==> src/rtl/onehot_grant_decoder_if.sv <==
// onehot_grant_decoder_if: index request in, timed one-hot grant and status out
interface onehot_grant_decoder_if;
    logic [2:0] Y;
    logic       V;
    logic       ready;
    logic [7:0] D;
    logic       busy;
    logic       done;
    modport master (output Y, V, input ready, D, busy, done);
    modport slave (input Y, V, output ready, D, busy, done);
endinterface

==> src/rtl/onehot_grant_decoder.sv <==
// onehot_grant_decoder: 3-to-8 decoder holding a one-hot grant for HOLD_CYCLES cycles (optional GAP state via ONEHOT_GRANT_DECODER_GAP_EN)
module onehot_grant_decoder #(
    parameter int HOLD_CYCLES = 4
) (
    input logic                    clk,
    input logic                    rst,
    onehot_grant_decoder_if.slave  bus
);
    localparam int CW = (HOLD_CYCLES > 1) ? $clog2(HOLD_CYCLES) : 1;
`ifdef ONEHOT_GRANT_DECODER_GAP_EN
    typedef enum logic [1:0] {IDLE, DRIVE, GAP} state_t;
`else
    typedef enum logic {IDLE, DRIVE} state_t;
`endif
    state_t          state_q, state_d;
    logic [CW-1:0]   cnt_q, cnt_d;
    logic [7:0]      d_q, d_d;
    logic            busy_q, done_q, done_d;
    // next state: capture on request in IDLE, count down in DRIVE, release with a done pulse
    always_comb begin
        state_d = state_q;
        cnt_d   = cnt_q;
        d_d     = d_q;
        done_d  = 1'b0;
        case (state_q)
            IDLE: if (bus.V) begin
                state_d = DRIVE;
                d_d     = 8'b1 << bus.Y;
                cnt_d   = CW'(HOLD_CYCLES - 1);
            end
            DRIVE: if (cnt_q != '0) begin
                cnt_d = cnt_q - 1'b1;
            end else begin
                d_d    = 8'h00;
                done_d = 1'b1;
`ifdef ONEHOT_GRANT_DECODER_GAP_EN
                state_d = GAP;
`else
                state_d = IDLE;
`endif
            end
            default: state_d = IDLE;
        endcase
    end
    // state and output registers; reset aborts any grant without a done pulse
    always_ff @(posedge clk) begin
        if (rst) begin
            state_q <= IDLE;
            cnt_q   <= '0;
            d_q     <= 8'h00;
            busy_q  <= 1'b0;
            done_q  <= 1'b0;
        end else begin
            state_q <= state_d;
            cnt_q   <= cnt_d;
            d_q     <= d_d;
            busy_q  <= |d_d;
            done_q  <= done_d;
        end
    end
    assign bus.D     = d_q;
    assign bus.busy  = busy_q;
    assign bus.done  = done_q;
    assign bus.ready = (state_q == IDLE);
endmodule

==> src/flat_wrapper.sv <==
// flat-port wrapper written by rule: the top's interface ports become plain ports
module onehot_grant_decoder_flat 
#(
    parameter int HOLD_CYCLES = 4
)
  (clk, rst, bus_Y, bus_V, bus_ready, bus_D, bus_busy, bus_done);
  onehot_grant_decoder_if bus_i ();
  input logic clk;
  input logic rst;
  input wire logic [$bits(bus_i.Y)-1:0] bus_Y;
  input wire logic [$bits(bus_i.V)-1:0] bus_V;
  output wire logic [$bits(bus_i.ready)-1:0] bus_ready;
  output wire logic [$bits(bus_i.D)-1:0] bus_D;
  output wire logic [$bits(bus_i.busy)-1:0] bus_busy;
  output wire logic [$bits(bus_i.done)-1:0] bus_done;
  assign bus_i.Y = bus_Y;
  assign bus_i.V = bus_V;
  assign bus_ready = bus_i.ready;
  assign bus_D = bus_i.D;
  assign bus_busy = bus_i.busy;
  assign bus_done = bus_i.done;
  onehot_grant_decoder #(.HOLD_CYCLES(HOLD_CYCLES)) u_core (.clk(clk), .rst(rst), .bus(bus_i));
endmodule
==> config.mk <==
export PLATFORM = sky130hd
export DESIGN_NAME = onehot_grant_decoder_flat
export DESIGN_NICKNAME = d
export VERILOG_FILES = /design/src/rtl/onehot_grant_decoder_if.sv /design/src/rtl/onehot_grant_decoder.sv /design/src/flat_wrapper.sv
export SDC_FILE = /design/constraint.sdc
export NUM_CORES = 1
export LEC_CHECK = 0
export ABC_AREA = 1
export BUFFER_PORTS_ARGS = -buffer_cell sky130_fd_sc_hd__buf_2
export CELL_PAD_IN_SITES_DETAIL_PLACEMENT = 0
export CELL_PAD_IN_SITES_GLOBAL_PLACEMENT = 1
export CORE_MARGIN = 5
export CORE_UTILIZATION = 33
export DETAILED_ROUTE_END_ITERATION = 6
export MAX_ROUTING_LAYER = met4
export PLACE_DENSITY = 0.8
export SLEW_MARGIN = 20
export SYNTH_ARGS = -nofsm -noshare
export SYNTH_HDL_FRONTEND = slang
export SYNTH_SLANG_ARGS = --single-unit
==> constraint.sdc <==
create_clock -name clk -period 1.4 [get_ports clk]
set_input_delay 0.28 -clock clk [delete_from_list [all_inputs] [get_ports clk]]
set_output_delay 0.28 -clock clk [all_outputs]
set_load 0.03 [all_outputs]
# Yosys cells after proc, flatten, opt, wreduce, memory -nomap -nowiden
# Cells that the tools add are included.
op_classes:
  addsub: 1
  eq_ne: 2
  n_shift: 1
  mux: 10
  n_bitwise: 1
  n_reduce_logical: 4
op_table:
  columns: ["operator", "n"]
  rows:
  - ["8-bit two-way mux", 2]
  - ["8-bit one-hot mux with 2 select lines", 1]
  - ["8-bit OR reduction", 1]
  - ["1-bit by 3-bit left shift with 8-bit output (first input constant)", 1]
  - ["2-bit two-way mux", 2]
  - ["2-bit != test (second input constant)", 2]
  - ["2-bit one-hot mux with 2 select lines", 1]
  - ["1-bit two-way mux", 3]
  - ["1-bit one-hot mux with 2 select lines", 1]
  - ["2-bit AND reduction", 1]
  - ["2-bit nonzero test", 1]
  - ["2-bit OR reduction", 1]
  - ["2-bit by 1-bit subtractor with 2-bit output (second input constant)", 1]
  - ["1-bit inverter", 1]
totals:
  regBits: 13
  inputBits: 6
  out_inout_bits: 11
  wordCells: 24

# Logic depth before layout (Yosys ltp)
depth:
  word_depth: 4
  depth_mapped: 11
  ltp_nobuf: 11

# Least setup slack after synthesis
# Ideal clock, no wire load.
synth_path:
  path_kind: "reg-to-reg"
  start: "register u_core.cnt_q[0]"
  end: "register u_core.busy_q (netlist: u_core.bus.busy)"
  setup_time_ps: 128
  t_arrival_ps: 1124
  t_required_ps: 1272
  path_slack_ps: 148
  stages_incl_launch_ff: 12
  path_buffers: 0
  synth_period_minus_slack_ps: 1252
  path_cell_list: "dfxtp_1 -> inv_1 -> ha_1 -> inv_1 -> nand2_1 -> nand2_4 -> nand2_1 -> nand2_1 -> nor2_1 -> nand2_1 -> nor2_1 -> nor2_1"
synth_between:
  elab_chain_len: 4
synth_rtl:
  columns: ["element", "line_no", "rtl"]
  rows:
  - ["from (decl)", "onehot_grant_decoder.sv:16", "logic [CW-1:0] cnt_q, cnt_d;"]
  - ["from (signal assigned)", "onehot_grant_decoder.sv:55", "cnt_q <= cnt_d;"]
  - ["2-bit nonzero test", "onehot_grant_decoder.sv:31", "DRIVE: if (cnt_q != '0) begin"]
  - ["8-bit two-way mux", "onehot_grant_decoder.sv:31", null]
  - ["8-bit one-hot mux with 2 select lines", "onehot_grant_decoder.sv:25", "case (state_q)"]
  - ["8-bit OR reduction", "onehot_grant_decoder.sv:57", "busy_q <= |d_d;"]
  - ["to (signal assigned)", "onehot_grant_decoder.sv:57", null]
  - ["to (decl)", "onehot_grant_decoder.sv:18", "logic busy_q, done_q, done_d;"]
# Every way passes these cells.
# A chain may end at the register's enable or synchronous reset.

# Worst setup path after layout
layout_path:
  start: "register u_core.cnt_q[1]"
  end: "register u_core.busy_q (netlist: u_core.bus.busy)"
# The elaborated chain is that of the path after synthesis.

==> results.py <==
metrics = {
    "sta": {
        "finalCritPeriodShare_pct": 92.7,
        "setup-violations-final": 0,
        "drv_slew": 0,
        "fin_skew_ns": 0.00277,
        "rsz0062_at_grt": "no",
        "fin_setup_tns_ns": 0,
        "hold_viol": 0,
        "slew_headroom_pct": 83.4,
        "max_freq_ghz": 0.770,
        "layout_min_cycle_time_ns": 1.30,
        "worst_pin_slew_ns": 0.248,
    },
    "critical_path": {
        "path_delay_family": "simple AND/OR/NAND/NOR gates",
        "crit_type": "reg -> reg",
        "required_ns": 1.56,
        "cp_num_buf_inv": 2,
        "max_stage_delay_ns": 0.32,
        "r2r_setup_slack_ns": 0.10,
        "critPathCaptureType": "register",
        "path_cells": "inv_2, ha_4, inv_2, nand2_2, nand2_4, nand2_1, nand2_1, nor2_1, nand2_1, nor2_1, nor2_1",
        "startpoint_type": "register",
        "path_max_fanout": 8,
        "cp.arrival_ns": 1.46,
        "crit_slowest_cell": "dfxtp_2",
    },
    "synthesis": {
        "ys_ff_latch": 13,
        "synthArstFlopShare_pct": 0,
        "synth_ff_type": "dfxtp_1",
        "syn-num-nets": 88,
        "synth_area_um2": 567,
        "synth_area_per_cell_um2": 7.00,
        "synthDistinctLibCells": 13,
        "seq_area_frac_synth_pct": 45.9,
        "synth_edf_count": 0,
        "ys_warn_count": 0,
        "synth_top_area_share_pct": 45.9,
        "syn_inst": 81,
        "synthTopCellsByCount": "nand2_1, nor2_1, dfxtp_1, a21oi_1, inv_1",
        "synth.top_cells.by_area": "dfxtp_1, nand2_1, nor2_1",
        "yosysMostFrequentCell": "nand2_1",
        "synth_top_cell_by_area": "dfxtp_1",
    },
    "grt": {
        "grt_max_degree": 14,
        "grt_overflow": 0,
        "grt_use_total_pct": 10.4,
        "first_global_vias": 492,
        "grt_pass1_wl_mm": 1.99,
        "antenna_found_initial": 0,
    },
    "clock_tree": {
        "cts_tree": "built",
        "clk_latency_ns": 0.27,
        "clk_path_buf_depth": 2,
        "cts-root-buf": "clkbuf_4",
        "htreeDepth": 1,
        "clkTransAtPathRegs_ns": 0.07,
        "numCtsBuffers": 3,
        "cts_hold_buf": 0,
        "cts.sinks": 13,
    },
    "drt": {
        "drt_iter0_drc": 16,
        "ant_nets": 0,
        "drc": 0,
        "routedWlPerCell_um": 10.3,
        "vias_per_cell": 4.81,
        "routed_wirelength_mm": 1.22,
        "via_count": 567,
        "dr.pass1.iters": 4,
    },
    "pwr": {
        "power_frac_seq_pct": 50.5,
        "swShare_pct": 29.7,
        "leakage_nw": 0.402,
        "pwr_density_cell_mw_per_mm2": 1080,
        "power_frac_comb_pct": 21.2,
        "finalPower_w": 0.000794,
        "peakVddDrop_mv": 0.657,
        "power.switching_w": 0.000236,
        "power_frac_clock_pct": 28.3,
        "internal_power_w": 0.000558,
    },
    "floorplanning": {
        "dieArea_mm2": 0.00265,
        "start_util_pct": 33.9,
        "die_x_um": 51.4,
        "coreArea_mm2": 0.00167,
        "ios": 17,
        "num_rows": 15,
        "die_h_um": 51.4,
    },
    "flow_run": {
        "cap_violations": 0,
    },
    "layout": {
        "nNetsFinal": 109,
        "area_growth_pct": 29.4,
        "drive_gt1_share_pct": 36.6,
        "antenna_cells": 0,
    },
    "placed_design": {
        "port_buffers": 16,
        "dp.final_hpwl_um": 931,
        "gp_routability_congestion": 0.824,
    },
    "min_path": {
        "min_path_type": "in -> reg",
    },
    "outcome": {
        "outcome": "complete, no violations",
    },
}
[through the flow]
step	area [um2]	hold slack (ns)	instances	setup WS, ns	util (%)
6_report	733	0.333	118	0.102	43.9
2_1_floorplan	567	0.349	81	0.148	-
4_1_cts	691	0.337	117	0.0207	41.3
5_1_grt	733	0.353	118	0.00629	43.9
3_5_place_dp	664	0.476	113	0.0305	39.8
3_3_place_gp	664	0.472	113	0.0473	39.8
[flip-flops by register name, summed over array words and instances, names as in the netlist]
register         flops
u_core.bus.D         8
u_core.cnt_q         2
u_core.bus.busy      1
u_core.bus.done      1
u_core.state_q       1
[power by group through the flow]
stage	combinational [W]	clock, W	sequential [W]
6_report	0.000168	0.000225	0.000401
5_1_grt	0.000185	0.000267	0.000404
4_1_cts	0.000147	0.000237	0.000397
3_5_place_dp	0.000146	0	0.000406
3_3_place_gp	0.000145	0	0.000406
2_1_floorplan	0.0000857	0	0.000426
[cell type report]
class	count	area (um2)
fillers	181	937
multi-input cells	58	302
flip-flops and latches	13	263
repair buffers	17	87.6
inverters	9	33.8
clock buffers	4	26.3
well taps	17	21.3
[what timing repair did]
item	CTS	global route
gates resized for setup	0	15
setup endpoints to repair	0	1
buffers inserted	0	1
hold endpoints to repair	0	0
[path summary, 6_finish.rpt]
check | from | end | cells past startpoint
worst max register to register | u_core.cnt_q[1] | u_core.bus.busy | 11
worst min-delay path | rst | u_core.bus.done | 2
worst max-delay path | u_core.cnt_q[1] | u_core.bus.busy | 11
worst min register to register | u_core.bus.D[5] | u_core.bus.D[5] | 2
[placed cells by master, fill, tap and decap left out, drive strengths merged]
| cell type | n |
|---|---|
| nand2 | 28 |
| buf | 17 |
| nor2 | 14 |
| dfxtp | 13 |
| inv | 9 |
| a21oi | 8 |
| nand3 | 4 |
| clkbuf | 4 |
| a211oi | 1 |
| nand3b | 1 |
| a221oi | 1 |
| ha | 1 |
[kinds of logic after synthesis]
family / after synthesis / share of synthesized area [%]
and+or+nand+nor: 47 / 35.3
buffers and inverters: 10 / 6.62
DFF: 13 / 45.9
AOI/OAI and AO/OA: 10 / 9.93
adders and majority gates: 1 / 2.21
[layer usage]
layer | track usage, % | up-vias | part of all wire [%]
met2 | 15.3 | 12 | 46
met1 | 12.2 | 259 | 46
met5 | - | - | 0
met3 | 6.12 | 2 | 7.0
li1 | - | 294 | -
met4 | 2.62 | 0 | 0.49
Note: power is estimated with default switching activity, not from simulation.
